==> src/rtl/onewire_pkg.sv <==
// onewire_pkg: shared 1-Wire slave types, timing conversion and CRC8 step.
// Contents: state enum, us-to-cycle conversion, reflected CRC8 polynomial.
package onewire_pkg;

  typedef enum logic [2:0] {
    IDLE,
    PD_WAIT,
    PD_DRIVE,
    SLOT_WAIT,
    SLOT_RUN,
    SLOT_END
  } ow_state_e;

  localparam logic [7:0] CRC8_POLY = 8'h8C;

  function automatic logic [23:0] us2cyc(
    input int us,
    input int mhz
  );
    return 24'(us * mhz);
  endfunction

  // Dallas/Maxim CRC8, one LSB-first serial bit.
  function automatic logic [7:0] crc8_step(
    input logic [7:0] c,
    input logic       b
  );
    logic [7:0] s;
    s = c >> 1;
    if (c[0] ^ b) s = s ^ CRC8_POLY;
    return s;
  endfunction

endpackage

==> src/rtl/onewire_sync_edge.sv <==
// onewire_sync_edge: 2-flop synchroniser with rise/fall pulses (2-cycle latency).
// Ports: clk_i, rst_i (sync, high), d_i async in; level_o, rise_o, fall_o.
module onewire_sync_edge (
  input  logic clk_i,
  input  logic rst_i,
  input  logic d_i,
  output logic level_o,
  output logic rise_o,
  output logic fall_o
);

  logic s1_q;
  logic s2_q;
  logic prev_q;

  always_ff @(posedge clk_i) begin
    if (rst_i) begin
      s1_q   <= 1'b1;
      s2_q   <= 1'b1;
      prev_q <= 1'b1;
    end else begin
      s1_q   <= d_i;
      s2_q   <= s1_q;
      prev_q <= s2_q;
    end
  end

  assign level_o = s2_q;
  assign rise_o  = s2_q & ~prev_q;
  assign fall_o  = ~s2_q & prev_q;

endmodule

==> src/rtl/onewire_slave.sv <==
// onewire_slave: 1-Wire standard-speed responder (reset/presence, byte rx/tx).
// Ports: clk, rst, ow_in, ow_pull, tx_*, rx_*, bus_reset, busy, crc_out
// (crc_out live only with ONEWIRE_SLAVE_CRC8_EN defined, else tied 0).
module onewire_slave #(
  parameter int CLK_FREQ_MHZ = 50,
  parameter int T_RST_DET    = 480,
  parameter int T_PDH        = 15,
  parameter int T_PDL        = 60,
  parameter int T_SAMPLE     = 30,
  parameter int T_RD0        = 30
) (
  input  logic       clk,
  input  logic       rst,
  input  logic       ow_in,
  output logic       ow_pull,
  input  logic [7:0] tx_data,
  input  logic       tx_load,
  output logic       tx_ready,
  output logic [7:0] rx_data,
  output logic       rx_valid,
  output logic       bus_reset,
  output logic       busy,
  output logic [7:0] crc_out
);
  import onewire_pkg::*;

  localparam logic [23:0] RST_CYC = us2cyc(T_RST_DET, CLK_FREQ_MHZ);
  localparam logic [23:0] PDH_CYC = us2cyc(T_PDH, CLK_FREQ_MHZ);
  localparam logic [23:0] PDL_CYC = us2cyc(T_PDL, CLK_FREQ_MHZ);
  localparam logic [23:0] SMP_CYC = us2cyc(T_SAMPLE, CLK_FREQ_MHZ);
  localparam logic [23:0] RD0_CYC = us2cyc(T_RD0, CLK_FREQ_MHZ);
  localparam logic [23:0] END_CYC =
    (SMP_CYC > RD0_CYC) ? SMP_CYC : RD0_CYC;
  localparam logic [23:0] CNT_MAX = '1;

  logic line;
  logic rise;
  logic fall;

  onewire_sync_edge u_sync (
    .clk_i  (clk),
    .rst_i  (rst),
    .d_i    (ow_in),
    .level_o(line),
    .rise_o (rise),
    .fall_o (fall)
  );

  ow_state_e   state_q, state_d;
  logic [23:0] cnt_q, cnt_d;
  logic [23:0] low_q, low_d;
  logic        seen_q, seen_d;
  logic [2:0]  idx_q, idx_d;
  logic [7:0]  rx_sh_q, rx_sh_d;
  logic [7:0]  rx_data_q, rx_data_d;
  logic        rx_valid_q, rx_valid_d;
  logic        bus_reset_q, bus_reset_d;
  logic [7:0]  tx_sh_q, tx_sh_d;
  logic        tx_pend_q, tx_pend_d;
  logic        tx_hold_q, tx_hold_d;

  logic pull;
  logic sample;
  logic low_now;
  logic abort;

  // tx_hold marks a byte loaded on this slot's edge; it starts next slot.
  assign pull = (state_q == PD_DRIVE) |
                ((state_q == SLOT_RUN) & tx_pend_q & ~tx_hold_q &
                 ~tx_sh_q[idx_q] & (cnt_q < RD0_CYC));
  assign sample  = (state_q == SLOT_RUN) && (cnt_q == SMP_CYC - 24'd1);
  assign low_now = ~line & ~pull;
  assign abort   = low_now && (low_q >= RST_CYC - 24'd1);

  always_comb begin
    state_d     = state_q;
    seen_d      = seen_q;
    idx_d       = idx_q;
    rx_sh_d     = rx_sh_q;
    rx_data_d   = rx_data_q;
    rx_valid_d  = 1'b0;
    bus_reset_d = 1'b0;
    tx_sh_d     = tx_sh_q;
    tx_pend_d   = tx_pend_q;
    tx_hold_d   = tx_hold_q;

    unique case (state_q)
      IDLE: ;
      PD_WAIT:
        if (cnt_q == PDH_CYC - 24'd1) state_d = PD_DRIVE;
      PD_DRIVE:
        if (cnt_q == PDL_CYC - 24'd1) state_d = SLOT_WAIT;
      SLOT_WAIT:
        if (fall) state_d = SLOT_RUN;
      SLOT_RUN:
        if (cnt_q == END_CYC - 24'd1) state_d = SLOT_END;
      SLOT_END:
        if (line) state_d = SLOT_WAIT;
      default: state_d = IDLE;
    endcase

    if (tx_load && !tx_pend_q &&
        (state_q == SLOT_WAIT || state_q == IDLE)) begin
      tx_sh_d   = tx_data;
      tx_pend_d = 1'b1;
      tx_hold_d = fall && (state_q == SLOT_WAIT);
    end

    if (sample) begin
      rx_sh_d[idx_q] = line;
      idx_d          = idx_q + 3'd1;
      tx_hold_d      = 1'b0;
      if (idx_q == 3'd7) begin
        rx_data_d  = rx_sh_d;
        rx_valid_d = 1'b1;
        tx_pend_d  = tx_pend_q & tx_hold_q;
      end
    end

    if (abort) begin
      seen_d     = 1'b1;
      state_d    = IDLE;
      idx_d      = 3'd0;
      rx_sh_d    = 8'h00;
      rx_data_d  = rx_data_q;
      rx_valid_d = 1'b0;
      tx_pend_d  = 1'b0;
      tx_hold_d  = 1'b0;
    end

    if (seen_q && rise) begin
      seen_d      = 1'b0;
      bus_reset_d = 1'b1;
      state_d     = PD_WAIT;
    end

    cnt_d = (state_d != state_q) ? 24'd0 :
            (cnt_q == CNT_MAX) ? cnt_q : cnt_q + 24'd1;
    low_d = !low_now ? 24'd0 :
            (low_q == CNT_MAX) ? low_q : low_q + 24'd1;
  end

  always_ff @(posedge clk) begin
    if (rst) begin
      state_q     <= IDLE;
      cnt_q       <= '0;
      low_q       <= '0;
      seen_q      <= 1'b0;
      idx_q       <= '0;
      rx_sh_q     <= '0;
      rx_data_q   <= '0;
      rx_valid_q  <= 1'b0;
      bus_reset_q <= 1'b0;
      tx_sh_q     <= '0;
      tx_pend_q   <= 1'b0;
      tx_hold_q   <= 1'b0;
    end else begin
      state_q     <= state_d;
      cnt_q       <= cnt_d;
      low_q       <= low_d;
      seen_q      <= seen_d;
      idx_q       <= idx_d;
      rx_sh_q     <= rx_sh_d;
      rx_data_q   <= rx_data_d;
      rx_valid_q  <= rx_valid_d;
      bus_reset_q <= bus_reset_d;
      tx_sh_q     <= tx_sh_d;
      tx_pend_q   <= tx_pend_d;
      tx_hold_q   <= tx_hold_d;
    end
  end

`ifdef ONEWIRE_SLAVE_CRC8_EN
  logic [7:0] crc_q, crc_d;

  always_comb begin
    crc_d = crc_q;
    if (bus_reset_d) crc_d = 8'h00;
    else if (sample && !abort) crc_d = crc8_step(crc_q, line);
  end

  always_ff @(posedge clk) begin
    if (rst) crc_q <= 8'h00;
    else     crc_q <= crc_d;
  end

  assign crc_out = crc_q;
`else
  assign crc_out = 8'h00;
`endif

  assign ow_pull   = pull;
  assign tx_ready  = ~tx_pend_q;
  assign rx_data   = rx_data_q;
  assign rx_valid  = rx_valid_q;
  assign bus_reset = bus_reset_q;
  assign busy      = (state_q != IDLE) && (state_q != SLOT_WAIT);

endmodule

==> config.mk <==
export PLATFORM = sky130hd
export DESIGN_NAME = onewire_slave
export DESIGN_NICKNAME = d
export VERILOG_FILES = /design/src/rtl/onewire_pkg.sv /design/src/rtl/onewire_sync_edge.sv /design/src/rtl/onewire_slave.sv
export SDC_FILE = /design/constraint.sdc
export NUM_CORES = 1
export LEC_CHECK = 0
export ABC_AREA = 1
export CAP_MARGIN = 20
export CORE_MARGIN = 3
export CORE_UTILIZATION = 50
export DETAILED_ROUTE_END_ITERATION = 10
export PLACE_DENSITY = 0.69
export REMOVE_ABC_BUFFERS = 1
export SLEW_MARGIN = 40
export SYNTH_ARGS = -nofsm -noshare
export SYNTH_HDL_FRONTEND = slang
export SYNTH_SLANG_ARGS = --single-unit
==> constraint.sdc <==
create_clock -name clk -period 4.5 [get_ports clk]
set_clock_uncertainty 0.1 [all_clocks]
set_input_delay 1.35 -clock clk [delete_from_list [all_inputs] [get_ports clk]]
set_output_delay 1.35 -clock clk [all_outputs]
set_load 0.01 [all_outputs]
==> impl_metrics.yaml, run 1 <==
detailed_routing:
  dr_total_vias: 4274
  antenna_left: 0
  drt-total-wl_um: 10500
  wl_per_cell_um: 12.9
  first_iter_violations: 284
  viasPerCell: 5.23
  drcViolationCount: 0
  first_pass_iters: 5
pwr:
  p_sw_mw: 0.351
  peakVddDrop_v: 0.000187
  combPwrFrac: 0.044
  internal_power_mw: 1.06
  p_sw_frac: 0.249
  p_per_area_mw_per_mm2: 274
  p_leak_nw: 1.91
  seq_power_share: 0.552
  p_clk_frac: 0.404
grt:
  overflow: 0
  grt_max_degree: 25
  grt_pass1_vias: 3972
  grt_pass1_wl_um: 17900
  track_usage: 0.211
  antenna_found_initial: 0
synth:
  syn_area_per_cell_um2: 6.89
  seq_area_frac_synth: 0.368
  syn_area_mm2: 0.00468
  synth_cells: 680
  ys_ff_latch: 86
  yosysUniqueCellTypes: 38
  yosys_warnings: 0
finish:
  final_cell_mix: "nand2_1 (122), nor2_1 (121), dfxtp_1 (86)"
  finalNetCount: 721
  final_common_cell: "nand2_1"
  n_antenna_cell: 0
  area_growth_pct: 10.0
  layout-drive-gt1-share: 0.106
cts:
  clock-sinks: 86
  clk_pin_slew_ns: 0.10
  clockRootBuffer: "clkbuf_8"
  h-tree-depth: 3
  cts_resized: 0
  postCtsHoldBufs: 0
  clockBufferDepth: 2
  cts_tree: "built"
  post_cts_buffers: 0
  numCtsBuffers: 9
  worstSkewPairLatency_ns: 0.37
sta:
  fmax_mhz: 271
  min_period_over_period: 0.819
  drv_slew: 0
  tns_ns: 0
  fin_crit_ns: 3.69
  fin_ws_ns: 0.814
  setup_viol: 0
  hold_violations: 0
  grt_setup_unrepaired: "false"
  maxSlewHeadroom: 0.529
  tightest_slew_ns: 0.705
critical_path:
  required_ns: 3.05
  crit_path_max_fanout: 12
  cp_slowest_cell: "dfxtp_1"
  cp-endpoint: "ow_pull"
  cp_top_family: "buffers and inverters"
  rr_worst_depth: 10
  r2r-end: "cnt_q[0]"
  crit_path_start: "idx_q[0]"
  crit_chain: "inv_1 -> nand3_1 -> nand2_1 -> nor2_2 -> nand3_2 -> nand2_1 -> clkdlybuf4s50_1"
  crit-reg2reg-launch: "u_sync.level_o"
  cp_slowest_stage_delay_ns: 0.56
  arrival_ns: 2.24
  path_common_cell: "nand2_1"
  worstSetupPathType: "register to primary output"
  crit_cells: 7
  crit_buf_inv: 2
  start_kind: "register"
  ff2ff_setup_slack_ns: 1.91
  end_kind: "primary output"
min_path:
  hold_path.class: "register to register"
place:
  dpl.hpwl_um: 7870
  preCtsSetupSlack_ns: 1.23
  gp_congestion: 0.929
  io_buffers: 24
floorplanning:
  ios: 33
  start_util: 0.527
  dieArea_mm2: 0.0106
  die_y_um: 103
  core_mm2: 0.00889
  die_w_um: 103
  rows: 34
job:
  drv_cap: 0
run_status:
  status: "complete, no violations"
==> sequential cells by signal, indices dropped and copies added (netlist names), 3 cells and up <==
name,cells
cnt_q,24
low_q,24
rx_data,8
rx_sh_q,8
tx_sh_q,8
idx_q,3
state_q,3
==> power by group through the flow <==
stage                     Clock, mW  Sequential, mW  Combinational (mW)
after floorplan                   0           0.794              0.0392
after global placement            0           0.796              0.0616
after detailed placement          0           0.796              0.0625
after CTS                     0.583           0.778              0.0627
after global routing          0.612           0.780              0.0704
final                         0.569           0.778              0.0626
==> metal layers <==
layer	global-route usage	up-vias	wire length, µm
met5	0	-	0
met3	0.0298	16	512
met4	0.0727	0	170
li1	-	2213	-
met2	0.332	112	4700
met1	0.296	1933	5140
==> stage by stage <==
stage	power [mW]	cell area, µm²	utilization	hold WS (ns)	std cells
after floorplan	0.833	4570	-	0.289	668
after global placement	0.857	4950	0.557	0.296	801
after detailed placement	0.859	4950	0.557	0.307	801
after CTS	1.42	5150	0.580	0.340	817
after global routing	1.46	5150	0.580	0.353	817
final	1.41	5150	0.580	0.334	817
==> kinds of logic (layout without fill, tap and decap cells) <==
family	count (synthesis)	count (layout)	synth area share
muxes	1	1	0.00214
buffers and inverters	99	121	0.0948
and+or+nand+nor	388	388	0.386
DFF	86	86	0.368
adders and majority gates	5	5	0.0134
other	1	8	0.000801
xor gates and xnor gates	30	30	0.0561
AOI/OAI and AO/OA	70	70	0.0788
==> synth_stat cells, drive strengths merged <==
library cell | count | area, µm²
nor2 | 153 | 669
o21ai | 25 | 125
a21oi | 40 | 204
nor3 | 20 | 110
buf | 15 | 109
conb | 1 | 3.75
and3 | 1 | 6.26
mux2i | 1 | 10.0
nand4 | 16 | 121
ha | 5 | 62.6
nand2 | 127 | 489
dfxtp | 86 | 1720
nand3 | 55 | 305
clkinv | 1 | 3.75
clkbuf | 4 | 35.0
a211oi | 2 | 15.0
xor2 | 22 | 193
or2 | 3 | 18.8
a221oi | 2 | 17.5
inv | 79 | 297
nor4 | 12 | 81.3
xnor2 | 8 | 70.1
nand3b | 1 | 7.51
o21a | 1 | 7.51
==> worst min-delay path by stage <==
| stage | from | end | slack [ns] | cells after the start |
|---|---|---|---|---|
| 6_report | u_sync.s1_q | u_sync.level_o | 0.33 | 1 |
| 5_1_grt | u_sync.s1_q | u_sync.level_o | 0.35 | 1 |
| 4_1_cts | u_sync.s1_q | u_sync.level_o | 0.34 | 1 |
| 3_5_place_dp | u_sync.s1_q | u_sync.level_o | 0.31 | 1 |
| 3_3_place_gp | u_sync.s1_q | u_sync.level_o | 0.30 | 1 |
| 2_1_floorplan | u_sync.s1_q | u_sync.level_o | 0.29 | 1 |
==> final cells by class <==
type / count / area, µm²
well taps: 108 / 135
inverters: 80 / 300
clock inverters: 7 / 81.3
fillers: 861 / 3740
multi-input cells: 502 / 2540
clock buffers: 9 / 124
flip-flops and latches: 86 / 1720
repair buffers: 25 / 248
No activity file was read; power rests on OpenSTA's default activity.
==> inputs of run 2 (changes only) <==
==> constraint.sdc (replaced) <==
create_clock -name clk -period 3.7 [get_ports clk]
set_clock_uncertainty 0.1 [all_clocks]
set_input_delay 1.11 -clock clk [delete_from_list [all_inputs] [get_ports clk]]
set_output_delay 1.11 -clock clk [all_outputs]
set_load 0.01 [all_outputs]
==> impl_metrics.yaml, run 2 (same netlist as run 1, synthesis figures left out) <==
run_status:
  status: "complete, no violations"
sta:
  drv_slew: 0
  fmax_mhz: 294
  fin_ws_ns: 0.303
  grt_setup_unrepaired: "false"
  tightest_slew_ns: 0.675
  setup_viol: 0
  min_period_over_period: 0.918
  tns_ns: 0
  fin_crit_ns: 3.40
  hold_violations: 0
  hold_ws_ns: 0.320
  maxSlewHeadroom: 0.549
cts:
  cts_tree: "built"
  h-tree-depth: 3
  cts_resized: 0
  numCtsBuffers: 9
  clockRootBuffer: "clkbuf_8"
  post_cts_buffers: 0
  clk_pin_slew_ns: 0.10
  clock-sinks: 86
  worstSkewPairLatency_ns: 0.37
  postCtsHoldBufs: 0
  clockBufferDepth: 2
pwr:
  p_per_area_mw_per_mm2: 327
  internal_power_mw: 1.23
  p_clk_frac: 0.392
  p_sw_frac: 0.266
  peakVddDrop_v: 0.000215
  seq_power_share: 0.563
  p_sw_mw: 0.447
  combPwrFrac: 0.045
  p_leak_nw: 1.91
critical_path:
  worstSetupPathType: "register to primary output"
  cp_slowest_stage_delay_ns: 0.54
  crit_buf_inv: 2
  end_kind: "primary output"
  cp_top_family: "buffers and inverters"
  path_common_cell: "nand2_1"
  crit_chain: "inv_1 -> nand3_1 -> nand2_1 -> nor2_2 -> nand3_2 -> nand2_1 -> clkdlybuf4s50_1"
  required_ns: 2.49
  crit_path_max_fanout: 12
  arrival_ns: 2.19
  cp_slowest_cell: "dfxtp_1"
  start_kind: "register"
finish:
  multiInputGateArea_mm2: 0.00254
  fin_cells: 817
  reg.largest.list: "cnt_q (24), low_q (24)"
  finalNetCount: 721
  layout-drive-gt1-share: 0.106
  final_cell_mix: "nand2_1 (122), nor2_1 (121), dfxtp_1 (86)"
  final_common_cell: "nand2_1"
  fill_cells: 885
  area_growth_pct: 9.91
  n_antenna_cell: 0
  seq_area_mm2: 0.00172
floorplanning:
  rows: 34
  start_util: 0.527
  die_w_um: 103
  ios: 33
  core_mm2: 0.00889
  die_y_um: 103
  dieArea_mm2: 0.0106
detailed_routing:
  drcViolationCount: 0
  first_pass_iters: 4
  viasPerCell: 5.22
  antenna_left: 0
  drt-total-wl_um: 10400
  wl_per_cell_um: 12.7
  first_iter_violations: 170
  dr_total_vias: 4265
grt:
  antenna_found_initial: 0
  overflow: 0
  grt_pass1_wl_um: 17900
  track_usage: 0.214
  grt_max_degree: 25
  grt_pass1_vias: 3880
place:
  io_buffers: 24
  preCtsSetupSlack_ns: 0.702
  dp.cells: 801
  dpl.hpwl_um: 8010
  gp_congestion: 0.884
min_path:
  hold_path.class: "register to register"
job:
  drv_cap: 0
## run 2: cell types whose count changed in the layout (fill, tap and decap cells not counted), sizes merged
cell      before  now
inv           81   83
bufinv         1    0
clkinvlp       2    1
## run 2: layout make-up
type / instances / area share
multi-input cells: 502 / 0.494
flip-flops and latches: 86 / 0.334
inverters: 80 / 0.0583
repair buffers: 25 / 0.0481
well taps: 108 / 0.0263
clock buffers: 9 / 0.0241
clock inverters: 7 / 0.0146
## run 2: worst register-to-register path, stage by stage, from the launching register on
cell and delay [ns]:
dfxtp_1 0.38, ha_1 0.18, inv_1 0.10, nor2_1 0.19
nand3_1 0.10, nor2_1 0.13, nand2_2 0.25, nand4_2 0.20
nand2_1 0.10, nand2_1 0.07, nand2_1 0.06, nor2_2 0.09
nand2_2 0.37, nor2_1 0.22
## run 2: stage by stage
step | util | instance area, µm² | total power [mW]
6_report | 0.579 | 5150 | 1.68
3_5_place_dp | 0.557 | 4950 | 1.04
4_1_cts | 0.579 | 5150 | 1.71
3_3_place_gp | 0.557 | 4950 | 1.04
5_1_grt | 0.579 | 5150 | 1.76
2_1_floorplan | - | 4570 | 1.01
## run 2: path summary, 6_finish.rpt
kind	cells after the start	slack, ns	endpoint	start
min reg2reg	1	0.32	u_sync.level_o	u_sync.s1_q
max	7	0.30	ow_pull	idx_q[0]
min	1	0.32	u_sync.level_o	u_sync.s1_q
max reg2reg	13	1.07	cnt_q[2]	cnt_q[0]
## run 2: metal layers
metal / track usage / up-vias / part of all wire
met1: 0.290 / 1929 / 0.48
met5: 0 / - / 0
met2: 0.347 / 104 / 0.47
met4: 0.0548 / 0 / 0.0094
li1: - / 2221 / -
met3: 0.0453 / 11 / 0.045
## run 2: power groups by stage
stage / Sequential (mW) / Clock [mW] / Combinational [mW]
6_report: 0.947 / 0.659 / 0.0756
5_1_grt: 0.949 / 0.730 / 0.0855
4_1_cts: 0.947 / 0.682 / 0.0766
3_5_place_dp: 0.969 / 0 / 0.0760
3_3_place_gp: 0.968 / 0 / 0.0748
2_1_floorplan: 0.966 / 0 / 0.0477
==> inputs of run 3 (changes only) <==
--- a/config.mk
+++ b/config.mk
@@ -8,9 +8,9 @@
 export ABC_AREA = 1
 export CAP_MARGIN = 20
 export CORE_MARGIN = 3
-export CORE_UTILIZATION = 50
+export CORE_UTILIZATION = 48
 export DETAILED_ROUTE_END_ITERATION = 10
-export PLACE_DENSITY = 0.69
+export PLACE_DENSITY = 0.66
 export REMOVE_ABC_BUFFERS = 1
 export SLEW_MARGIN = 40
 export SYNTH_ARGS = -nofsm -noshare
==> impl_metrics.yaml, run 3 (same netlist as run 1, synthesis figures left out) <==
finish:
  final_cell_mix: "nand2_1 (122), nor2_1 (121), dfxtp_1 (86)"
  layout-drive-gt1-share: 0.106
  multiInputGateArea_mm2: 0.00254
  reg.largest.list: "cnt_q (24), low_q (24)"
  n_antenna_cell: 0
  postLayoutCellArea_mm2: 0.00520
  seq_area_mm2: 0.00172
  final_common_cell: "nand2_1"
  fill_cells: 931
  finalNetCount: 721
  area_growth_pct: 11.1
cts:
  clock-sinks: 86
  numCtsBuffers: 9
  cts_resized: 0
  clockRootBuffer: "clkbuf_8"
  clk_pin_slew_ns: 0.10
  clockBufferDepth: 2
  postCtsHoldBufs: 0
  worstSkewPairLatency_ns: 0.36
  post_cts_buffers: 0
  h-tree-depth: 3
  cts_tree: "built"
pwr:
  peakVddDrop_v: 0.000199
  p_per_area_mw_per_mm2: 343
  p_leak_nw: 1.92
  finalPower_mw: 1.78
grt:
  grt_max_degree: 25
  grt_pass1_vias: 3882
  antenna_found_initial: 0
  track_usage: 0.196
  overflow: 0
  grt_pass1_wl_um: 17800
run_status:
  status: "complete, no violations"
critical_path:
  cp_slowest_cell: "clkdlybuf4s50_1"
  arrival_ns: 2.19
  crit_path_max_fanout: 12
  cp_slowest_stage_delay_ns: 0.55
  crit_buf_inv: 2
  required_ns: 2.49
  ff2ff_setup_slack_ns: 1.07
  crit_chain: "inv_1 -> nand2_1 -> nand3_1 -> nand2_1 -> nor2_1 -> nand3_2 -> nand2_1 -> clkdlybuf4s50_1"
  cp_top_family: "buffers and inverters"
  path_common_cell: "nand2_1"
  start_kind: "register"
  end_kind: "primary output"
  worstSetupPathType: "register to primary output"
place:
  io_buffers: 24
  placed_area_mm2: 0.00497
  gp_congestion: 0.897
  dpl.hpwl_um: 7950
floorplanning:
  core_mm2: 0.00937
  start_util: 0.500
  die_y_um: 105
  rows: 35
  ios: 33
  die_w_um: 105
  dieArea_mm2: 0.0110
sta:
  fmax_mhz: 294
  maxSlewHeadroom: 0.530
  min_period_over_period: 0.919
  tns_ns: 0
  drv_slew: 0
  grt_setup_unrepaired: "false"
  setup_viol: 0
  tightest_slew_ns: 0.703
  fin_crit_ns: 3.40
  hold_violations: 0
  hold_ws_ns: 0.319
min_path:
  hold_path.class: "register to register"
detailed_routing:
  drt-total-wl_um: 10500
  first_pass_iters: 5
  drcViolationCount: 0
  viasPerCell: 5.12
  dr_total_vias: 4289
  first_iter_violations: 203
  antenna_left: 0
  wl_per_cell_um: 12.6
job:
  drv_cap: 0
==> run 3: cell count changes in the layout (fill, tap and decap cells not counted) <==
cell	delta
inv_6	+1
clkinv_8	-1
bufinv_16	+2
inv_8	-3
clkinvlp_4	+1
clkbuf_8	+1
clkinv_4	-1
==> run 3: worst register-to-register path, delay by kind of cell, from the launching register on <==
| kind | cells | cell delay (ns) |
|---|---|---|
| buf+inv | 1 | 0.34 |
| flops | 1 | 0.32 |
| simple gates | 9 | 1.75 |
==> run 3: final cells by class <==
cell class | instances | area share
clock inverter | 6 | 0.0178
inverter | 80 | 0.0577
timing repair buffer | 25 | 0.0476
tap | 129 | 0.0310
clock buffer | 10 | 0.0264
multi-input combinational | 502 | 0.489
sequential | 86 | 0.331
==> run 3: through the flow <==
stage / util / worst slack, ns / instances
2_1_floorplan: - / 1.36 / 668
3_3_place_gp: 0.531 / 0.737 / 822
3_5_place_dp: 0.531 / 0.714 / 822
4_1_cts: 0.555 / 0.308 / 838
5_1_grt: 0.555 / 0.149 / 838
6_report: 0.555 / 0.298 / 838
==> run 3: power breakdown <==
group	leakage (nW)	switching [mW]	internal, mW
registers	0.696	0.00744	0.939
logic	1.12	0.0483	0.0278
clock network	0.110	0.358	0.404
total	1.92	0.413	1.37
==> run 3: worst paths after layout <==
kind	startpoint	to	cells past startpoint
min	u_sync.s1_q	u_sync.level_o	1
max reg2reg	u_sync.level_o	cnt_q[0]	10
min reg2reg	u_sync.s1_q	u_sync.level_o	1
max	idx_q[0]	ow_pull	8
==> run 3: per-layer routing <==
layer	GRT usage	up-vias	part of all wire
met5	0	-	0
met2	0.310	104	0.45
met4	0.0712	0	0.017
met1	0.272	1949	0.49
met3	0.0266	16	0.044
li1	-	2220	-
